===== src/rtl/cxu_l2_l0_adapter_pkg.sv =====
// Shared types and limits for the CXU-L2 to CXU-L0 adapter slice.
// Also holds the elaboration-time parameter legality helpers.
package cxu_l2_l0_adapter_pkg;

   localparam int CXU_STATUS_W = 3;

   typedef enum logic [CXU_STATUS_W-1:0] {
      CXU_OK    = 3'd0,
      CXU_ERROR = 3'd1,
      CXU_OFF   = 3'd2
   } cxu_status_t;

   localparam int CXU_L2_MAX_LATENCY = 4;

   function automatic bit check_param_range(input int val, input int lo, input int hi);
      return (val >= lo) && (val <= hi);
   endfunction

   function automatic bit check_param_pow2(input int val);
      return (val > 32'sd0) && ((val & (val - 32'sd1)) == 32'sd0);
   endfunction

   function automatic int clog2_min1(input int val);
      return (val > 32'sd1) ? $clog2(val) : 32'sd1;
   endfunction

endpackage


===== src/rtl/cxu_l2_l0_adapter_if.sv =====
// CXU request/response bundle; master drives requests, slave answers them.
interface cxu_l2_l0_adapter_if
   import cxu_l2_l0_adapter_pkg::*;
#(
   parameter int CXU_ID_W = 1,
   parameter int FUNC_W   = 1,
   parameter int DATA_W   = 32
);
   logic                    req_valid;
   logic                    req_ready;
   logic [CXU_ID_W-1:0]     req_cxu;
   logic [FUNC_W-1:0]       req_func;
   logic [DATA_W-1:0]       req_data0;
   logic [DATA_W-1:0]       req_data1;
   logic                    resp_valid;
   logic                    resp_ready;
   logic [CXU_STATUS_W-1:0] resp_status;
   logic [DATA_W-1:0]       resp_data;

   modport master (
      output req_valid, req_cxu, req_func, req_data0, req_data1, resp_ready,
      input  req_ready, resp_valid, resp_status, resp_data
   );

   modport slave (
      input  req_valid, req_cxu, req_func, req_data0, req_data1, resp_ready,
      output req_ready, resp_valid, resp_status, resp_data
   );
endinterface


===== src/rtl/cxu_l2_l0_adapter_resp_fifo.sv =====
// Synchronous first-word-fall-through FIFO holding pipeline results until the
// CPU accepts them.
module cxu_l2_l0_adapter_resp_fifo #(
   parameter int W     = 8,
   parameter int DEPTH = 4
) (
   input  logic         clk,
   input  logic         rst,
   input  logic         push,
   input  logic         pop,
   input  logic [W-1:0] wdata,
   output logic [W-1:0] rdata,
   output logic         empty,
   output logic         full
);
   localparam int AW = (DEPTH > 1) ? $clog2(DEPTH) : 1;
   localparam int CW = $clog2(DEPTH + 1);

   logic [W-1:0]  mem_r [DEPTH];
   logic [AW-1:0] wr_ptr_r;
   logic [AW-1:0] rd_ptr_r;
   logic [CW-1:0] count_r;
   logic          push_ok_s;
   logic          pop_ok_s;

   function automatic logic [AW-1:0] next_ptr(input logic [AW-1:0] p);
      if (p == AW'(DEPTH - 1)) begin
         return {AW{1'b0}};
      end else begin
         return p + AW'(1'b1);
      end
   endfunction

   assign empty     = (count_r == {CW{1'b0}});
   assign full      = (count_r == CW'(DEPTH));
   assign pop_ok_s  = pop & ~empty;
   assign push_ok_s = push & (~full | pop_ok_s);
   assign rdata     = mem_r[rd_ptr_r];

   // Storage write; contents need no reset since count gates visibility.
   always_ff @(posedge clk) begin
      if (push_ok_s) begin
         mem_r[wr_ptr_r] <= wdata;
      end
   end

   // Pointer and occupancy bookkeeping.
   always_ff @(posedge clk) begin
      if (rst) begin
         wr_ptr_r <= {AW{1'b0}};
         rd_ptr_r <= {AW{1'b0}};
         count_r  <= {CW{1'b0}};
      end else begin
         if (push_ok_s) begin
            wr_ptr_r <= next_ptr(wr_ptr_r);
         end
         if (pop_ok_s) begin
            rd_ptr_r <= next_ptr(rd_ptr_r);
         end
         case ({push_ok_s, pop_ok_s})
            2'b10:   count_r <= count_r + CW'(1'b1);
            2'b01:   count_r <= count_r - CW'(1'b1);
            default: count_r <= count_r;
         endcase
      end
   end
endmodule


===== src/rtl/cxu_l2_l0_adapter.sv =====
// Puts a combinational CXU-L0 behind a CXU-L2 handshake: fixed-latency result
// pipeline plus a response FIFO so the CPU may stall responses.
module cxu_l2_l0_adapter
   import cxu_l2_l0_adapter_pkg::*;
#(
   parameter int N_CXUS     = 1,
   parameter int FUNC_ID_W  = 0,
   parameter int DATA_W     = 32,
   parameter int LATENCY    = 2,
   parameter int FIFO_DEPTH = 4
) (
   input  logic                clk,
   input  logic                rst,
   input  logic                clk_en,
   cxu_l2_l0_adapter_if.slave  cpu,
   cxu_l2_l0_adapter_if.master l0
);
   localparam int OCC_W   = $clog2(FIFO_DEPTH + 1);
   localparam int ENTRY_W = CXU_STATUS_W + DATA_W;

   if (!check_param_range(N_CXUS, 32'sd1, 32'sd1024)) begin : g_bad_n_cxus
      $error("cxu_l2_l0_adapter: N_CXUS out of range");
   end
   if (!check_param_range(FUNC_ID_W, 32'sd0, 32'sd16)) begin : g_bad_func_id_w
      $error("cxu_l2_l0_adapter: FUNC_ID_W out of range");
   end
   if ((DATA_W != 32'sd32) && (DATA_W != 32'sd64)) begin : g_bad_data_w
      $error("cxu_l2_l0_adapter: DATA_W must be 32 or 64");
   end
   if (!check_param_range(LATENCY, 32'sd1, CXU_L2_MAX_LATENCY)) begin : g_bad_latency
      $error("cxu_l2_l0_adapter: LATENCY out of range");
   end
   if (!check_param_pow2(FIFO_DEPTH) || (FIFO_DEPTH < LATENCY)) begin : g_bad_fifo_depth
      $error("cxu_l2_l0_adapter: FIFO_DEPTH must be a power of 2 and >= LATENCY");
   end

   logic                    run_s;
   logic [OCC_W-1:0]        occ_r;
   logic                    ready_s;
   logic                    accept_s;
   logic                    retire_s;
   logic                    resp_valid_s;
   logic                    pipe_valid_r  [LATENCY];
   logic [CXU_STATUS_W-1:0] pipe_status_r [LATENCY];
   logic [DATA_W-1:0]       pipe_data_r   [LATENCY];
   logic                    last_valid_s;
   logic                    fifo_push_s;
   logic                    fifo_pop_s;
   logic                    fifo_empty_s;
   logic                    fifo_full_s;
   logic [ENTRY_W-1:0]      fifo_rdata_s;
   logic [CXU_STATUS_W-1:0] head_status_s;
   logic [DATA_W-1:0]       head_data_s;

   assign run_s        = clk_en & ~rst;
   assign ready_s      = run_s & (occ_r < OCC_W'(FIFO_DEPTH));
   assign accept_s     = cpu.req_valid & ready_s;
   assign last_valid_s = pipe_valid_r[LATENCY-1];
   assign resp_valid_s = run_s & (~fifo_empty_s | last_valid_s);
   assign retire_s     = resp_valid_s & cpu.resp_ready;

   // The last stage bypasses the FIFO only when the CPU takes it right away.
   assign fifo_push_s  = run_s & last_valid_s & ~(retire_s & fifo_empty_s);
   assign fifo_pop_s   = retire_s & ~fifo_empty_s;

   assign l0.req_valid  = accept_s;
   assign l0.req_cxu    = cpu.req_cxu;
   assign l0.req_func   = cpu.req_func;
   assign l0.req_data0  = cpu.req_data0;
   assign l0.req_data1  = cpu.req_data1;
   assign l0.resp_ready = 1'b1;

   assign cpu.req_ready  = ready_s;
   assign cpu.resp_valid = resp_valid_s;

   // Outstanding-request credit counter.
   always_ff @(posedge clk) begin
      if (rst) begin
         occ_r <= {OCC_W{1'b0}};
      end else if (clk_en) begin
         case ({accept_s, retire_s})
            2'b10:   occ_r <= occ_r + OCC_W'(1'b1);
            2'b01:   occ_r <= occ_r - OCC_W'(1'b1);
            default: occ_r <= occ_r;
         endcase
      end
   end

   // Fixed-latency result pipeline fed by the combinational L0 answer.
   always_ff @(posedge clk) begin
      if (rst) begin
         for (int k = 0; k < LATENCY; k++) begin
            pipe_valid_r[k] <= 1'b0;
         end
      end else if (clk_en) begin
         pipe_valid_r[0]  <= accept_s;
         pipe_status_r[0] <= l0.resp_status;
         pipe_data_r[0]   <= l0.resp_data;
         for (int k = 1; k < LATENCY; k++) begin
            pipe_valid_r[k]  <= pipe_valid_r[k-1];
            pipe_status_r[k] <= pipe_status_r[k-1];
            pipe_data_r[k]   <= pipe_data_r[k-1];
         end
      end
   end

   cxu_l2_l0_adapter_resp_fifo #(
      .W     (ENTRY_W),
      .DEPTH (FIFO_DEPTH)
   ) u_resp_fifo (
      .clk   (clk),
      .rst   (rst),
      .push  (fifo_push_s),
      .pop   (fifo_pop_s),
      .wdata ({pipe_status_r[LATENCY-1], pipe_data_r[LATENCY-1]}),
      .rdata (fifo_rdata_s),
      .empty (fifo_empty_s),
      .full  (fifo_full_s)
   );

   // Older results waiting in the FIFO always go before the live last stage.
   always_comb begin
      head_status_s = {CXU_STATUS_W{1'b0}};
      head_data_s   = {DATA_W{1'b0}};
      if (!fifo_empty_s) begin
         {head_status_s, head_data_s} = fifo_rdata_s;
      end else begin
         head_status_s = pipe_status_r[LATENCY-1];
         head_data_s   = pipe_data_r[LATENCY-1];
      end
   end

   assign cpu.resp_status = resp_valid_s ? head_status_s : {CXU_STATUS_W{1'b0}};
   assign cpu.resp_data   = resp_valid_s ? head_data_s   : {DATA_W{1'b0}};

   wire _unused_ok = &{1'b0, l0.req_ready, l0.resp_valid, fifo_full_s, 1'b0};
endmodule


===== src/flat_wrapper.sv =====
// flat-port wrapper written by rule: the top's interface ports become plain ports
module cxu_l2_l0_adapter_flat import cxu_l2_l0_adapter_pkg::*;
#(
   parameter int N_CXUS     = 1,
   parameter int FUNC_ID_W  = 0,
   parameter int DATA_W     = 32,
   parameter int LATENCY    = 2,
   parameter int FIFO_DEPTH = 4
)
  (clk, rst, clk_en, cpu_req_valid, cpu_req_cxu, cpu_req_func, cpu_req_data0, cpu_req_data1, cpu_resp_ready, cpu_req_ready, cpu_resp_valid, cpu_resp_status, cpu_resp_data, l0_req_valid, l0_req_cxu, l0_req_func, l0_req_data0, l0_req_data1, l0_resp_ready, l0_req_ready, l0_resp_valid, l0_resp_status, l0_resp_data);
  cxu_l2_l0_adapter_if #(.CXU_ID_W(1), .FUNC_W(1), .DATA_W(DATA_W)) cpu_i ();
  cxu_l2_l0_adapter_if #(.CXU_ID_W(1), .FUNC_W(1), .DATA_W(DATA_W)) l0_i ();
  input  logic clk;
  input  logic rst;
  input  logic clk_en;
  input wire logic [$bits(cpu_i.req_valid)-1:0] cpu_req_valid;
  input wire logic [$bits(cpu_i.req_cxu)-1:0] cpu_req_cxu;
  input wire logic [$bits(cpu_i.req_func)-1:0] cpu_req_func;
  input wire logic [$bits(cpu_i.req_data0)-1:0] cpu_req_data0;
  input wire logic [$bits(cpu_i.req_data1)-1:0] cpu_req_data1;
  input wire logic [$bits(cpu_i.resp_ready)-1:0] cpu_resp_ready;
  output wire logic [$bits(cpu_i.req_ready)-1:0] cpu_req_ready;
  output wire logic [$bits(cpu_i.resp_valid)-1:0] cpu_resp_valid;
  output wire logic [$bits(cpu_i.resp_status)-1:0] cpu_resp_status;
  output wire logic [$bits(cpu_i.resp_data)-1:0] cpu_resp_data;
  output wire logic [$bits(l0_i.req_valid)-1:0] l0_req_valid;
  output wire logic [$bits(l0_i.req_cxu)-1:0] l0_req_cxu;
  output wire logic [$bits(l0_i.req_func)-1:0] l0_req_func;
  output wire logic [$bits(l0_i.req_data0)-1:0] l0_req_data0;
  output wire logic [$bits(l0_i.req_data1)-1:0] l0_req_data1;
  output wire logic [$bits(l0_i.resp_ready)-1:0] l0_resp_ready;
  input wire logic [$bits(l0_i.req_ready)-1:0] l0_req_ready;
  input wire logic [$bits(l0_i.resp_valid)-1:0] l0_resp_valid;
  input wire logic [$bits(l0_i.resp_status)-1:0] l0_resp_status;
  input wire logic [$bits(l0_i.resp_data)-1:0] l0_resp_data;
  assign cpu_i.req_valid = cpu_req_valid;
  assign cpu_i.req_cxu = cpu_req_cxu;
  assign cpu_i.req_func = cpu_req_func;
  assign cpu_i.req_data0 = cpu_req_data0;
  assign cpu_i.req_data1 = cpu_req_data1;
  assign cpu_i.resp_ready = cpu_resp_ready;
  assign cpu_req_ready = cpu_i.req_ready;
  assign cpu_resp_valid = cpu_i.resp_valid;
  assign cpu_resp_status = cpu_i.resp_status;
  assign cpu_resp_data = cpu_i.resp_data;
  assign l0_req_valid = l0_i.req_valid;
  assign l0_req_cxu = l0_i.req_cxu;
  assign l0_req_func = l0_i.req_func;
  assign l0_req_data0 = l0_i.req_data0;
  assign l0_req_data1 = l0_i.req_data1;
  assign l0_resp_ready = l0_i.resp_ready;
  assign l0_i.req_ready = l0_req_ready;
  assign l0_i.resp_valid = l0_resp_valid;
  assign l0_i.resp_status = l0_resp_status;
  assign l0_i.resp_data = l0_resp_data;
  cxu_l2_l0_adapter #(.N_CXUS(N_CXUS), .FUNC_ID_W(FUNC_ID_W), .DATA_W(DATA_W), .LATENCY(LATENCY), .FIFO_DEPTH(FIFO_DEPTH)) u_core (.clk(clk), .rst(rst), .clk_en(clk_en), .cpu(cpu_i), .l0(l0_i));
endmodule

===== config.mk =====
export PLATFORM = sky130hd
export DESIGN_NAME = cxu_l2_l0_adapter_flat
export DESIGN_NICKNAME = d
export VERILOG_FILES = /design/src/rtl/cxu_l2_l0_adapter_pkg.sv /design/src/rtl/cxu_l2_l0_adapter_if.sv /design/src/rtl/cxu_l2_l0_adapter_resp_fifo.sv /design/src/rtl/cxu_l2_l0_adapter.sv /design/src/flat_wrapper.sv
export SDC_FILE = /design/constraint.sdc
export NUM_CORES = 1
export LEC_CHECK = 0
export ABC_AREA = 1
export CAP_MARGIN = 20
export CORE_ASPECT_RATIO = 0.75
export CORE_MARGIN = 2
export CORE_UTILIZATION = 56
export CTS_BUF_LIST = sky130_fd_sc_hd__clkbuf_8
export DETAILED_ROUTE_END_ITERATION = 8
export PLACE_DENSITY = 0.91
export RECOVER_POWER = 100
export SLEW_MARGIN = 0
export SYNTH_ARGS = -nofsm -noshare
export SYNTH_HDL_FRONTEND = slang
export SYNTH_SLANG_ARGS = --single-unit

===== constraint.sdc =====
create_clock -name clk -period 8.95 [get_ports clk]
set_input_delay 0.895 -clock clk [delete_from_list [all_inputs] [get_ports clk]]
set_output_delay 0.895 -clock clk [all_outputs]
set_load 0.01 [all_outputs]

**Yosys cells after proc, flatten, opt, wreduce, memory -nomap -nowiden**

Memory sizes are Yosys's and may differ from the RTL's. A register that Yosys moved wholly into a read port is not among the register bits.
Cells that the tools add are included.

- Bits in latches: 0
- Memory bits (writable): 212
- Bits in read-only memories: 0
- Memories kept: 4
- Register bits after elaboration: 10
- Bits of input ports: 108
- Logic and storage cells: 64
- Output and inout bits: 105

- Muxes and demuxes: 19
- Shift-type cells: 0
- Reduce and logical (&&, ||, !) cells: 4
- Multipliers: 0
- Equality and inequality tests: 7
- $lt $le $gt $ge: 1
- Div/mod/pow operators: 0
- Bitwise gates (word level): 19
- $add $sub $neg: 6

Memory list:

| name | depth | width | read ports | clocked after memory_dff | write ports | line | source |
|---|---|---|---|---|---|---|---|
| u_core.u_resp_fifo.mem_r | 4 | 35 | 1 | 1 | 1 | cxu_l2_l0_adapter_resp_fifo.sv:19 | `logic [W-1:0] mem_r [DEPTH];` |
| u_core.pipe_data_r | 2 | 32 | 2 | 0 | 2 | cxu_l2_l0_adapter.sv:45 | `logic [DATA_W-1:0] pipe_data_r [LATENCY];` |
| u_core.pipe_status_r | 2 | 3 | 2 | 0 | 2 | cxu_l2_l0_adapter.sv:44 | `logic [CXU_STATUS_W-1:0] pipe_status_r [LATENCY];` |
| u_core.pipe_valid_r | 2 | 1 | 2 | 0 | 2 | cxu_l2_l0_adapter.sv:43 | `logic pipe_valid_r [LATENCY];` |

Operators by type and width:

| operator | number |
|---|---|
| 32-bit two-way mux | 2 |
| 3-bit case mux with 2 select lines | 2 |
| 1-bit bitwise AND | 11 |
| 1-bit two-way mux | 9 |
| 2-bit == test (second input constant) | 4 |
| 2-bit two-way mux | 4 |
| 3-bit by 1-bit adder with 3-bit output (second input constant) | 2 |
| 3-bit two-way mux | 2 |
| 3-bit by 1-bit subtractor with 3-bit output (second input constant) | 2 |
| 2-bit by 1-bit adder with 2-bit output (second input constant) | 2 |
| 2-bit by 1-bit == test with 1-bit output (second input constant) | 2 |
| 1-bit NOT | 4 |
| 1-bit bitwise OR | 4 |
| 2-bit nonzero test | 2 |
| 3-bit == test (second input constant) | 1 |
| 3-bit zero test | 1 |
| 3-bit < comparator (second input constant) | 1 |
| 2-bit AND reduction | 1 |

**Logic depth before layout (Yosys ltp)**

Gate-level depths: netlist of run 1.

- Depth in word-level cells: 11
- Mapped depth: 13
- Mapped depth without buffers: 13

**Cells and area by module**

Synthesis of run 1 repeated with hierarchy kept, for this count alone.

- Cell total of the unflattened synthesis: 705
- Area total of the unflattened synthesis: 9,151.3 µm²

By module, submodules not included:

| module | seq. area each (µm²) | cells each | times used | area each (µm²) |
|---|---|---|---|---|
| cxu_l2_l0_adapter_resp_fifo | 4,384.2 | 405 | 1 | 5,700.5 |
| cxu_l2_l0_adapter | 2,222.1 | 300 | 1 | 3,450.8 |

**Worst setup path before layout of run 1**

No wires, ideal clock.

- Kind: input -> register
- Start point: input rst
- End point: memory u_core.u_resp_fifo.mem_r[0][0] in the netlist's numbering (enable)
- Arrival time: 4,467 ps
- Library setup time: 427 ps
- Stages on the path: 7
- Data required time: 8,523 ps
- Buffers on the path: 0
- Setup slack: 4,056 ps
- Cell sequence: inv_2 > nand2_2 > inv_1 > nand3_4 > nand3_1 > nand2_2 > nor2_1

- Longest elaborated chain between the ends: 10
- Elaborated cells between the ends (all ways): 14
- Classes of those cells: mux: 2; bitwise: 12

RTL lines:

| element | line | source |
|---|---|---|
| start: declaration | flat_wrapper.sv:14 | `input logic rst;` |
| 1-bit NOT * | cxu_l2_l0_adapter.sv:55 | `assign run_s = clk_en & ~rst;` |
| 1-bit bitwise AND * | cxu_l2_l0_adapter.sv:55 |  |
| 1-bit bitwise AND | cxu_l2_l0_adapter.sv:59 | `assign resp_valid_s = run_s & (~fifo_empty_s \| last_valid_s);` |
| 1-bit bitwise AND | cxu_l2_l0_adapter.sv:60 | `assign retire_s = resp_valid_s & cpu.resp_ready;` |
| 1-bit bitwise AND (on tied branches) | cxu_l2_l0_adapter.sv:64, cxu_l2_l0_adapter.sv:63 |  |
| 1-bit bitwise AND or 1-bit NOT (tied branches) | cxu_l2_l0_adapter_resp_fifo.sv:36, cxu_l2_l0_adapter.sv:63 |  |
| 1-bit bitwise OR or 1-bit bitwise AND (tied branches) | cxu_l2_l0_adapter_resp_fifo.sv:37, cxu_l2_l0_adapter.sv:63 |  |
| 1-bit bitwise AND * | cxu_l2_l0_adapter_resp_fifo.sv:37 | `assign push_ok_s = push & (~full \| pop_ok_s);` |
| 1-bit two-way mux * | cxu_l2_l0_adapter_resp_fifo.sv:42 | `if (push_ok_s) begin` |
| 1-bit two-way mux (implied by the code) * | cxu_l2_l0_adapter_resp_fifo.sv:43 | `mem_r[wr_ptr_r] <= wdata;` |
| end: declaration | cxu_l2_l0_adapter_resp_fifo.sv:19 |  |

Every way passes the cells marked *; elsewhere a longest branch is shown, timed or not.

**Worst setup path in the final report of run 1**

- Start point: input rst
- End point: output cpu_resp_data[27]

- Longest elaborated chain between the ends: 4

RTL lines:

| element | line | source |
|---|---|---|
| 1-bit NOT | cxu_l2_l0_adapter.sv:55 |  |
| 1-bit bitwise AND | cxu_l2_l0_adapter.sv:55 |  |
| 1-bit bitwise AND | cxu_l2_l0_adapter.sv:59 |  |
| 32-bit two-way mux | cxu_l2_l0_adapter.sv:134 | `assign cpu.resp_data = resp_valid_s ? head_data_s : {DATA_W{1'b0}};` |
| end: declaration | flat_wrapper.sv:25 | `output wire logic [$bits(cpu_i.resp_data)-1:0] cpu_resp_data;` |

No other way between the ends.

==> results of run 1 <==
[per-layer routing]
layer	global-route usage, %	vias to the layer above
met5	0	-
met4	6.23	0
met3	6.07	35
met2	31.5	253
met1	23.4	2476
li1	-	2437
[cell families (layout without fill, tap and decap cells)]
group                      Yosys count  after routing  synth area share [%]
DFF                                224            224                  71.8
buffers and inverters              159            200                  9.87
AOI/OAI and AO/OA                  157            157                  10.5
and+or+nand+nor                    145            145                  6.53
adders and majority gates            8              8                  1.25
other                                1              1                0.0407
[final cells by class]
class / count / area (sq um) / area share, %
repair buffers: 84 / 821 / 8.06
well taps: 210 / 263 / 2.58
multi-input cells: 311 / 1670 / 16.4
inverters: 59 / 223 / 2.19
flip-flops and latches: 224 / 6610 / 64.9
clock buffers: 36 / 495 / 4.86
clock inverters: 21 / 108 / 1.06
[report_power, final]
| part | switching, mW | internal [mW] | leakage (nW) |
|---|---|---|---|
| sequential | 0.0117 | 1.17 | 2.04 |
| clock | 0.358 | 0.393 | 0.354 |
| combinational | 0.0463 | 0.0320 | 1.32 |
[worst paths after layout]
kind | start | endpoint | slack [ns] | depth (start not counted)
worst min-delay path | u_core.pipe_data_r[0][28]$_DFFE_PN_ | u_core.pipe_data_r[0][60]$_DFFE_PN_ | 0.42 | 0
worst min register to register | u_core.pipe_data_r[0][28]$_DFFE_PN_ | u_core.pipe_data_r[0][60]$_DFFE_PN_ | 0.42 | 0
worst max-delay path | rst | cpu_resp_data[27] | 2.93 | 10
worst max register to register | u_core.u_resp_fifo.count_r[0]$_SDFFE_PP0P_ | u_core.u_resp_fifo.mem_r[3][22]$_DFFE_PP_ | 4.30 | 7
[per-stage QoR]
stage | utilization (%) | power [mW] | cell area [sq um]
finish | 63.4 | 2.01 | 10200
global route | 63.4 | 2.07 | 10200
CTS | 63.5 | 2.03 | 10200
detailed placement | 59.8 | 1.29 | 9600
global placement | 59.8 | 1.28 | 9600
floorplan | - | 1.27 | 9200
[layout by cell type, fill, tap and decap left out]
master	synthesis	layout
clkbuf_1	8	4
nor2_1	123	123
bufinv_16	0	1
inv_2	5	4
buf_12	0	1
clkbuf_8	0	36
o21ai_1	21	20
and2_0	0	1
fa_1	2	2
inv_1	54	66
buf_4	71	2
clkinvlp_2	0	1
or2_2	1	1
nand4_1	1	1
clkdlybuf4s50_1	0	3
o221a_1	2	2
conb_1	1	1
nor2_4	2	2
o221a_2	4	4
clkinv_1	0	6
edfxtp_1	212	212
dfxtp_2	0	1
nand2_4	1	1
dfxtp_1	12	11
dlygate4sd3_1	0	74
nand2_1	8	11
nand3_1	4	5
clkinv_2	0	2
a21oi_1	7	7
ha_1	6	6
o21ai_0	65	66
o211ai_1	58	58
[flip-flops by register name, indices dropped and copies added, names as in the netlist, named ones only]
register / flops
u_core.pipe_data_r: 64
u_core.pipe_status_r: 6
u_core.u_resp_fifo.wr_ptr_r: 2
u_core.u_resp_fifo.mem_r: 140
u_core.u_resp_fifo.rd_ptr_r: 2
u_core.pipe_valid_r: 2
u_core.u_resp_fifo.count_r: 3
u_core.occ_r: 3
==> flow_metrics.py, run 1 <==
metrics = {
    "synthesis": {
        "synth_top_cell_by_area": "edfxtp_1",
        "yosys.area.top_type_share_pct": 69.2,
        "async_flop_share_pct": 0,
        "synth_common_cells": "212 x edfxtp_1, 123 x nor2_1, 71 x buf_4",
        "ys.flop_type": "edfxtp_1",
        "ys_ff_latch": 224,
        "yosys_warnings": 0,
        "syn_area_sq_um": 9200,
        "syn_area_per_cell_sq_um": 13.3,
        "syn_inst": 694,
        "ys_seq_area_share_pct": 71.8,
        "synth.area.top_cells": "edfxtp_1 69%, buf_4 5.8%, nor2_1 5.0%",
        "syn-num-nets": 810,
        "yosysMostFrequentCell": "edfxtp_1",
        "synth_cell_types": 28,
        "synth_edf_count": 212,
    },
    "setup_path": {
        "crit_top_cell": "nand2_1",
        "cp_slowest_cell": "nand2_1",
        "worst_ep_required_time_ns": 8.06,
        "crit_fanout": 72,
        "critPathKind": "in2out",
        "end_kind": "output pin",
        "cp-start-kind": "input port",
        "crit_family": "buffers and inverters",
        "cp_num_buf_inv": 5,
        "worstPathArrival_ns": 5.13,
        "path_cells": "dlygate4sd3_1 -> inv_1 -> nand2_1 -> clkinvlp_2 -> buf_4 -> nand2_1 -> nand2_1 -> o21ai_0 -> nor2_1 -> dlygate4sd3_1",
        "slowest_delay_ns": 1.11,
    },
    "routing": {
        "top_layer": "met4",
        "wl_met1_mm": 6.85,
        "drtIter0Drc": 478,
        "wl_met2_mm": 8.03,
        "wire_per_inst_um": 17.8,
        "wirelength_mm": 16.8,
        "dr_total_vias": 5201,
        "antenna_left": 0,
        "via_per_inst": 5.50,
        "drc": 0,
        "met3_length_mm": 1.49,
        "first_pass_iters": 5,
    },
    "cts": {
        "post_cts_buffers": 0,
        "clk_transition_reported_paths_ns": 0.06,
        "cts_made_buffers": 31,
        "cts_tree": "yes",
        "cts_resized": 0,
        "cts_buffer_depth": 3,
        "cts_hold_buf": 0,
        "htreeDepth": 1,
        "clk_latency_ns": 0.55,
        "cts.sinks": 224,
        "root_buffer": "clkbuf_8",
    },
    "job": {
        "maxCapViolCount": 5,
    },
    "sta": {
        "fmax_mhz": 166,
        "rsz0062_at_grt": "false",
        "slew_headroom_pct": -53.2,
        "setup_viol": 0,
        "finalHoldViolations": 0,
        "fin_crit_ns": 6.02,
        "fin_setup_tns_ns": 0,
        "drv_slew": 149,
        "final.setup.worst_slack_ns": 2.93,
        "tightest_slew_ns": 2.30,
        "period_share_pct": 67.3,
        "fin_skew_ns": 0.0168,
        "holdWs_ns": 0.416,
    },
    "power": {
        "power.density_nw_per_um2": 197,
        "leakagePower_nw": 3.71,
        "ir_worst_vdd_mv": 0.130,
    },
    "global_route": {
        "grt_remaining_overflow": 0,
        "grt_pass1_vias": 5230,
        "grt_antenna_before_repair": 0,
        "grt_max_degree": 73,
        "grt.total_usage_pct": 18.7,
        "grt_pass1_wl_mm": 25.8,
    },
    "run_status": {
        "status": "complete, but fails checks",
        "violations": "max-capacitance violations, max-slew violations",
    },
    "layout": {
        "drive_above_1_share_pct": 7.62,
        "n_antenna_cell": 0,
        "num-fill-cells": 1118,
        "final_nets": 827,
        "area_growth_syn_to_layout_pct": 10.7,
        "layoutNonFillerInstCount": 945,
    },
    "placement": {
        "dp.final_hpwl_mm": 9.24,
        "place.port_buffers": 77,
        "place_congestion": 0.733,
        "dp_cells": 884,
        "pre_cts_slack_ns": 3.81,
    },
    "floorplan": {
        "io-pin-count": 213,
        "die_area_sq_um": 17500,
        "initial_utilization_pct": 57.3,
        "fp-row-count": 40,
        "die_h_um": 115,
        "core_area_sq_um": 16100,
        "fp.dieW_um": 152,
    },
    "min_path": {
        "min_path_type": "reg2reg",
    },
}
(Power assumes the default switching activity.)
==> run 2: changes to the inputs <==
- CORE_UTILIZATION: 56 -> 47
- PLACE_DENSITY: 0.91 -> 0.82
- clock period: 8.95 -> 4.9 ns (I/O delays scaled with it)
==> flow_metrics.py, run 2 (same netlist as run 1, synthesis figures left out) <==
metrics = {
    "run_status": {
        "status": "complete, but fails checks",
        "violations": "max-capacitance violations, max-slew violations",
    },
    "sta": {
        "fin_skew_ns": 0.0191,
        "fin_crit_ns": 4.13,
        "slew_headroom_pct": -44.0,
        "period_share_pct": 84.3,
        "fmax_mhz": 242,
        "setup_viol": 0,
        "rsz0062_at_grt": "false",
        "tightest_slew_ns": 2.16,
        "drv_slew": 107,
        "fin_setup_tns_ns": 0,
        "finalHoldViolations": 0,
    },
    "setup_path": {
        "r2r-end": "u_core.u_resp_fifo.mem_r[1][24]$_DFFE_PP_",
        "critPathKind": "reg2reg",
        "cp-start-kind": "flip-flop",
        "rr_worst_depth": 7,
        "crit_fanout": 72,
        "worst_ep_required_time_ns": 5.02,
        "rr_startpoint": "u_core.u_resp_fifo.count_r[0]$_SDFFE_PP0P_",
        "rrSetupSlack_ns": 0.77,
        "worstPathArrival_ns": 4.25,
        "end_kind": "flip-flop",
    },
    "cts": {
        "cts_buffer_depth": 3,
        "cts_hold_buf": 0,
        "cts_made_buffers": 34,
        "root_buffer": "clkbuf_8",
        "cts_resized": 0,
        "htreeDepth": 2,
        "cts_tree": "yes",
        "cts.sinks": 224,
        "clk_latency_ns": 0.50,
        "post_cts_buffers": 0,
        "clk_transition_reported_paths_ns": 0.06,
    },
    "power": {
        "power.switching_uw": 770,
        "seq_power_share_pct": 58.9,
        "internal_power_mw": 2.88,
        "power.density_nw_per_um2": 356,
        "ir_worst_vdd_mv": 0.173,
        "pwr-share-comb_pct": 3.9,
        "pwr-share-clk_pct": 37.2,
        "leakagePower_nw": 3.71,
        "swShare_pct": 21.1,
    },
    "layout": {
        "top_regs": "u_core.u_resp_fifo.mem_r: 140 flops, u_core.pipe_data_r: 64 flops, u_core.pipe_status_r: 6 flops",
        "top_register": "u_core.u_resp_fifo.mem_r",
        "final_util_pct": 53.2,
        "layout_commonest_cell": "edfxtp_1",
        "layoutNonFillerInstCount": 991,
        "multi_input_area_sq_um": 1680,
        "final_cell_mix": "212 x edfxtp_1, 122 x nor2_1, 74 x dlygate4sd3_1",
        "largest_register_ffs": 140,
        "area_growth_syn_to_layout_pct": 11.4,
        "final_nets": 830,
        "num-fill-cells": 1617,
        "drive_above_1_share_pct": 8.27,
        "seqCellArea_sq_um": 6610,
        "n_antenna_cell": 0,
    },
    "placement": {
        "dp_cells": 931,
        "dp.final_hpwl_mm": 8.92,
        "place.port_buffers": 77,
        "place_congestion": 0.719,
    },
    "floorplan": {
        "fp-row-count": 44,
        "die_h_um": 125,
        "core_area_sq_um": 19300,
        "fp.dieW_um": 166,
        "initial_utilization_pct": 47.8,
        "die_area_sq_um": 20700,
        "io-pin-count": 213,
    },
    "global_route": {
        "grt_antenna_before_repair": 0,
        "grt_pass1_wl_mm": 25.7,
        "grt_pass1_vias": 5185,
        "grt.total_usage_pct": 15.8,
        "grt_max_degree": 73,
        "grt_remaining_overflow": 0,
    },
    "routing": {
        "wirelength_mm": 16.2,
        "first_pass_iters": 5,
        "drc": 0,
        "dr_total_vias": 5133,
        "drtIter0Drc": 615,
        "wire_per_inst_um": 16.3,
        "antenna_left": 0,
        "via_per_inst": 5.18,
    },
    "min_path": {
        "hold_depth": 0,
        "min_path_type": "reg2reg",
        "hp-start": "u_core.pipe_data_r[0][21]$_DFFE_PN_",
        "hold_end": "u_core.pipe_data_r[0][53]$_DFFE_PN_",
    },
    "job": {
        "maxCapViolCount": 2,
    },
}
[run 2: how the worst max path moves through the flow]
| stage | start | to | slack (ns) |
|---|---|---|---|
| 2_1_floorplan | rst | u_core.u_resp_fifo.mem_r[0][0]$_DFFE_PP_ | 0.41 |
| 6_report | u_core.u_resp_fifo.count_r[0]$_SDFFE_PP0P_ | u_core.u_resp_fifo.mem_r[1][24]$_DFFE_PP_ | 0.77 |
| 5_1_grt | u_core.u_resp_fifo.count_r[0]$_SDFFE_PP0P_ | u_core.u_resp_fifo.mem_r[2][22]$_DFFE_PP_ | 0.39 |
| 3_3_place_gp | rst | cpu_resp_data[15] | 1.42 |
| 3_5_place_dp | rst | cpu_resp_data[15] | 1.39 |
| 4_1_cts | u_core.u_resp_fifo.count_r[0]$_SDFFE_PP0P_ | cpu_resp_data[15] | 0.93 |
[run 2: power by group through the flow]
stage / clock (mW) / combinational [mW] / sequential (mW)
after CTS: 1.39 / 0.156 / 2.15
after detailed placement: 0 / 0.156 / 2.19
after global routing: 1.48 / 0.158 / 2.16
after global placement: 0 / 0.152 / 2.19
final: 1.36 / 0.141 / 2.15
after floorplan: 0 / 0.138 / 2.18
[run 2: area by class of cell]
cell class	instances	area share [%]
Clock buffer	37	4.97
Clock inverter	23	0.903
Inverter	59	2.17
Multi-Input combinational cell	311	16.4
Sequential cell	224	64.5
Tap cell	253	3.09
Timing Repair Buffer	84	8.02
[run 2: per-stage QoR]
stage	hold slack (ns)	total power [mW]	setup WS, ns	area, sq um
detailed placement	0.405	2.35	1.39	9700
finish	0.410	3.65	0.768	10200
global route	0.419	3.79	0.387	10200
floorplan	0.400	2.32	0.411	9200
global placement	0.400	2.34	1.42	9680
CTS	0.414	3.70	0.928	10300
[run 2: critical path, cell delays in order (launching register included)]
cell and delay, ns:
dfxtp_1 0.40, nor2_1 0.13, nand2_4 0.59, nand3_1 0.43
nand3_1 0.16, nand2_1 0.25, nor2_1 1.07, clkbuf_2 0.72
[run 2: layer usage]
metal  vias up  GRT usage (%)  part of all wire (%)
met3        30           5.21                   7.5
met4         0           4.77                   1.7
met5         -              0                     0
li1       2437              -                     -
met1      2457           21.3                    44
met2       209           24.5                    47
==> run 3: changes to the inputs <==
- CORE_UTILIZATION: 47 -> 52
- PLACE_DENSITY: 0.82 -> 0.86
- clock period: 4.9 -> 3.92 ns (I/O delays scaled with it)
==> flow_metrics.py, run 3 (same netlist as run 1, synthesis figures left out) <==
metrics = {
    "cts": {
        "cts_resized": 0,
        "post_cts_buffers": 0,
        "clk_transition_reported_paths_ns": 0.06,
        "cts_buffer_depth": 3,
        "cts.sinks": 224,
        "root_buffer": "clkbuf_8",
        "cts_made_buffers": 34,
        "clk_latency_ns": 0.50,
        "cts_tree": "yes",
        "htreeDepth": 2,
        "cts_hold_buf": 0,
    },
    "floorplan": {
        "die_area_sq_um": 18800,
        "die_h_um": 119,
        "io-pin-count": 213,
        "fp-row-count": 42,
        "initial_utilization_pct": 52.6,
        "core_area_sq_um": 17500,
        "fp.dieW_um": 158,
    },
    "sta": {
        "tightest_slew_ns": 0.939,
        "fin_crit_ns": 3.45,
        "setup_viol": 0,
        "drv_slew": 0,
        "fin_skew_ns": 0.0215,
        "rsz0062_at_grt": "false",
        "fmax_mhz": 289,
        "slew_headroom_pct": 37.4,
        "finalHoldViolations": 0,
        "period_share_pct": 88.1,
    },
    "layout": {
        "multi_input_area_sq_um": 1660,
        "layoutNonFillerInstCount": 980,
        "drive_above_1_share_pct": 8.81,
        "top_regs": "u_core.u_resp_fifo.mem_r: 140 flops, u_core.pipe_data_r: 64 flops, u_core.pipe_status_r: 6 flops",
        "final_util_pct": 58.8,
        "largest_register_ffs": 140,
        "seqCellArea_sq_um": 6610,
        "final_cell_mix": "212 x edfxtp_1, 124 x nor2_1, 70 x dlygate4sd3_1",
        "area_growth_syn_to_layout_pct": 11.9,
        "n_antenna_cell": 0,
        "num-fill-cells": 1352,
        "final_nets": 835,
        "layout_commonest_cell": "edfxtp_1",
        "top_register": "u_core.u_resp_fifo.mem_r",
    },
    "power": {
        "ir_worst_vdd_mv": 0.274,
        "leakagePower_nw": 3.73,
        "p_total_mw": 4.56,
        "power.density_nw_per_um2": 443,
    },
    "setup_path": {
        "critPathKind": "in2out",
        "rrSetupSlack_ns": 1.17,
        "end_kind": "output pin",
        "startpoint": "rst",
        "rr_startpoint": "u_core.u_resp_fifo.count_r[0]$_SDFFE_PP0P_",
        "cp-start-kind": "input port",
        "crit_fanout": 24,
        "worstPathArrival_ns": 3.06,
        "r2r-end": "u_core.u_resp_fifo.mem_r[1][25]$_DFFE_PP_",
        "worst_ep_required_time_ns": 3.53,
        "rr_worst_depth": 8,
    },
    "routing": {
        "antenna_left": 0,
        "drtIter0Drc": 452,
        "drc": 0,
        "first_pass_iters": 5,
        "via_per_inst": 5.28,
        "dr_total_vias": 5174,
        "wire_per_inst_um": 16.7,
        "wirelength_mm": 16.3,
    },
    "run_status": {
        "status": "complete, no violations",
    },
    "placement": {
        "dp_cells": 925,
        "place_congestion": 0.702,
        "place.port_buffers": 77,
        "dp.final_hpwl_mm": 9.42,
    },
    "global_route": {
        "grt_pass1_vias": 5196,
        "grt_remaining_overflow": 0,
        "grt_pass1_wl_mm": 25.4,
        "grt_max_degree": 72,
        "grt.total_usage_pct": 17.6,
        "grt_antenna_before_repair": 0,
    },
    "min_path": {
        "hold_depth": 0,
        "min_path_type": "reg2reg",
        "hold_end": "u_core.pipe_data_r[0][49]$_DFFE_PN_",
        "hp-start": "u_core.pipe_data_r[0][17]$_DFFE_PN_",
    },
    "job": {
        "maxCapViolCount": 0,
    },
}
[run 3: changes by cell type in the layout (fill, tap and decap cells not counted), sizes merged]
cell | before | now
clkdlybuf4s50 | 3 | 7
buf | 2 | 11
clkinv | 9 | 7
dlygate4sd3 | 74 | 70
inv | 71 | 69
bufinv | 0 | 1
clkbuf | 42 | 36
[run 3: worst max-delay path, cell delays in order]
cell and delay (ns):
clkdlybuf4s50_1 0.39, inv_1 0.25, nand2_1 0.18, nor2_1 0.17
inv_1 0.07, nand2_2 0.46, buf_4 0.30, o211ai_1 0.12
inv_1 0.10, dlygate4sd3_1 0.62
[run 3: layout make-up]
type | instances | share of cell area [%]
flip-flops and latches | 224 | 64.2
multi-input cells | 311 | 16.2
repair buffers | 89 | 8.81
clock buffers | 35 | 4.68
well taps | 242 | 2.94
inverters | 59 | 2.16
clock inverters | 20 | 1.06
[run 3: power by group]
group,internal [mW],switching (mW)
Combinational,0.0759,0.106
Clock,0.888,0.803
Sequential,2.66,0.0267
Total,3.63,0.936
[run 3: per-stage QoR]
stage               worst slack (ns)  instance area, sq um  setup TNS [ns]  hold slack, ns
floorplan                     -0.471                  9200          -65.91           0.400
global placement               0.741                  9760               0           0.402
detailed placement             0.650                  9760               0           0.405
CTS                            0.596                 10400               0           0.415
global route                   0.211                 10300               0           0.422
finish                         0.466                 10300               0           0.409
[run 3: worst max path at each step]
stage / endpoint / slack, ns / depth (start not counted)
finish: cpu_resp_data[0] / 0.47 / 10
global route: cpu_resp_data[16] / 0.21 / 10
CTS: cpu_resp_data[16] / 0.60 / 7
detailed placement: u_core.u_resp_fifo.mem_r[1][31]$_DFFE_PP_ / 0.65 / 10
global placement: u_core.u_resp_fifo.mem_r[1][34]$_DFFE_PP_ / 0.74 / 10
floorplan: u_core.u_resp_fifo.mem_r[0][0]$_DFFE_PP_ / -0.47 / 7
[run 3: metal layers]
layer	GRT usage, %	part of all wire, %	routed length [um]
met1	21.8	40	6550
met2	28.8	48	7920
met3	5.97	9.7	1580
met4	6.53	1.8	298
met5	0	0	0
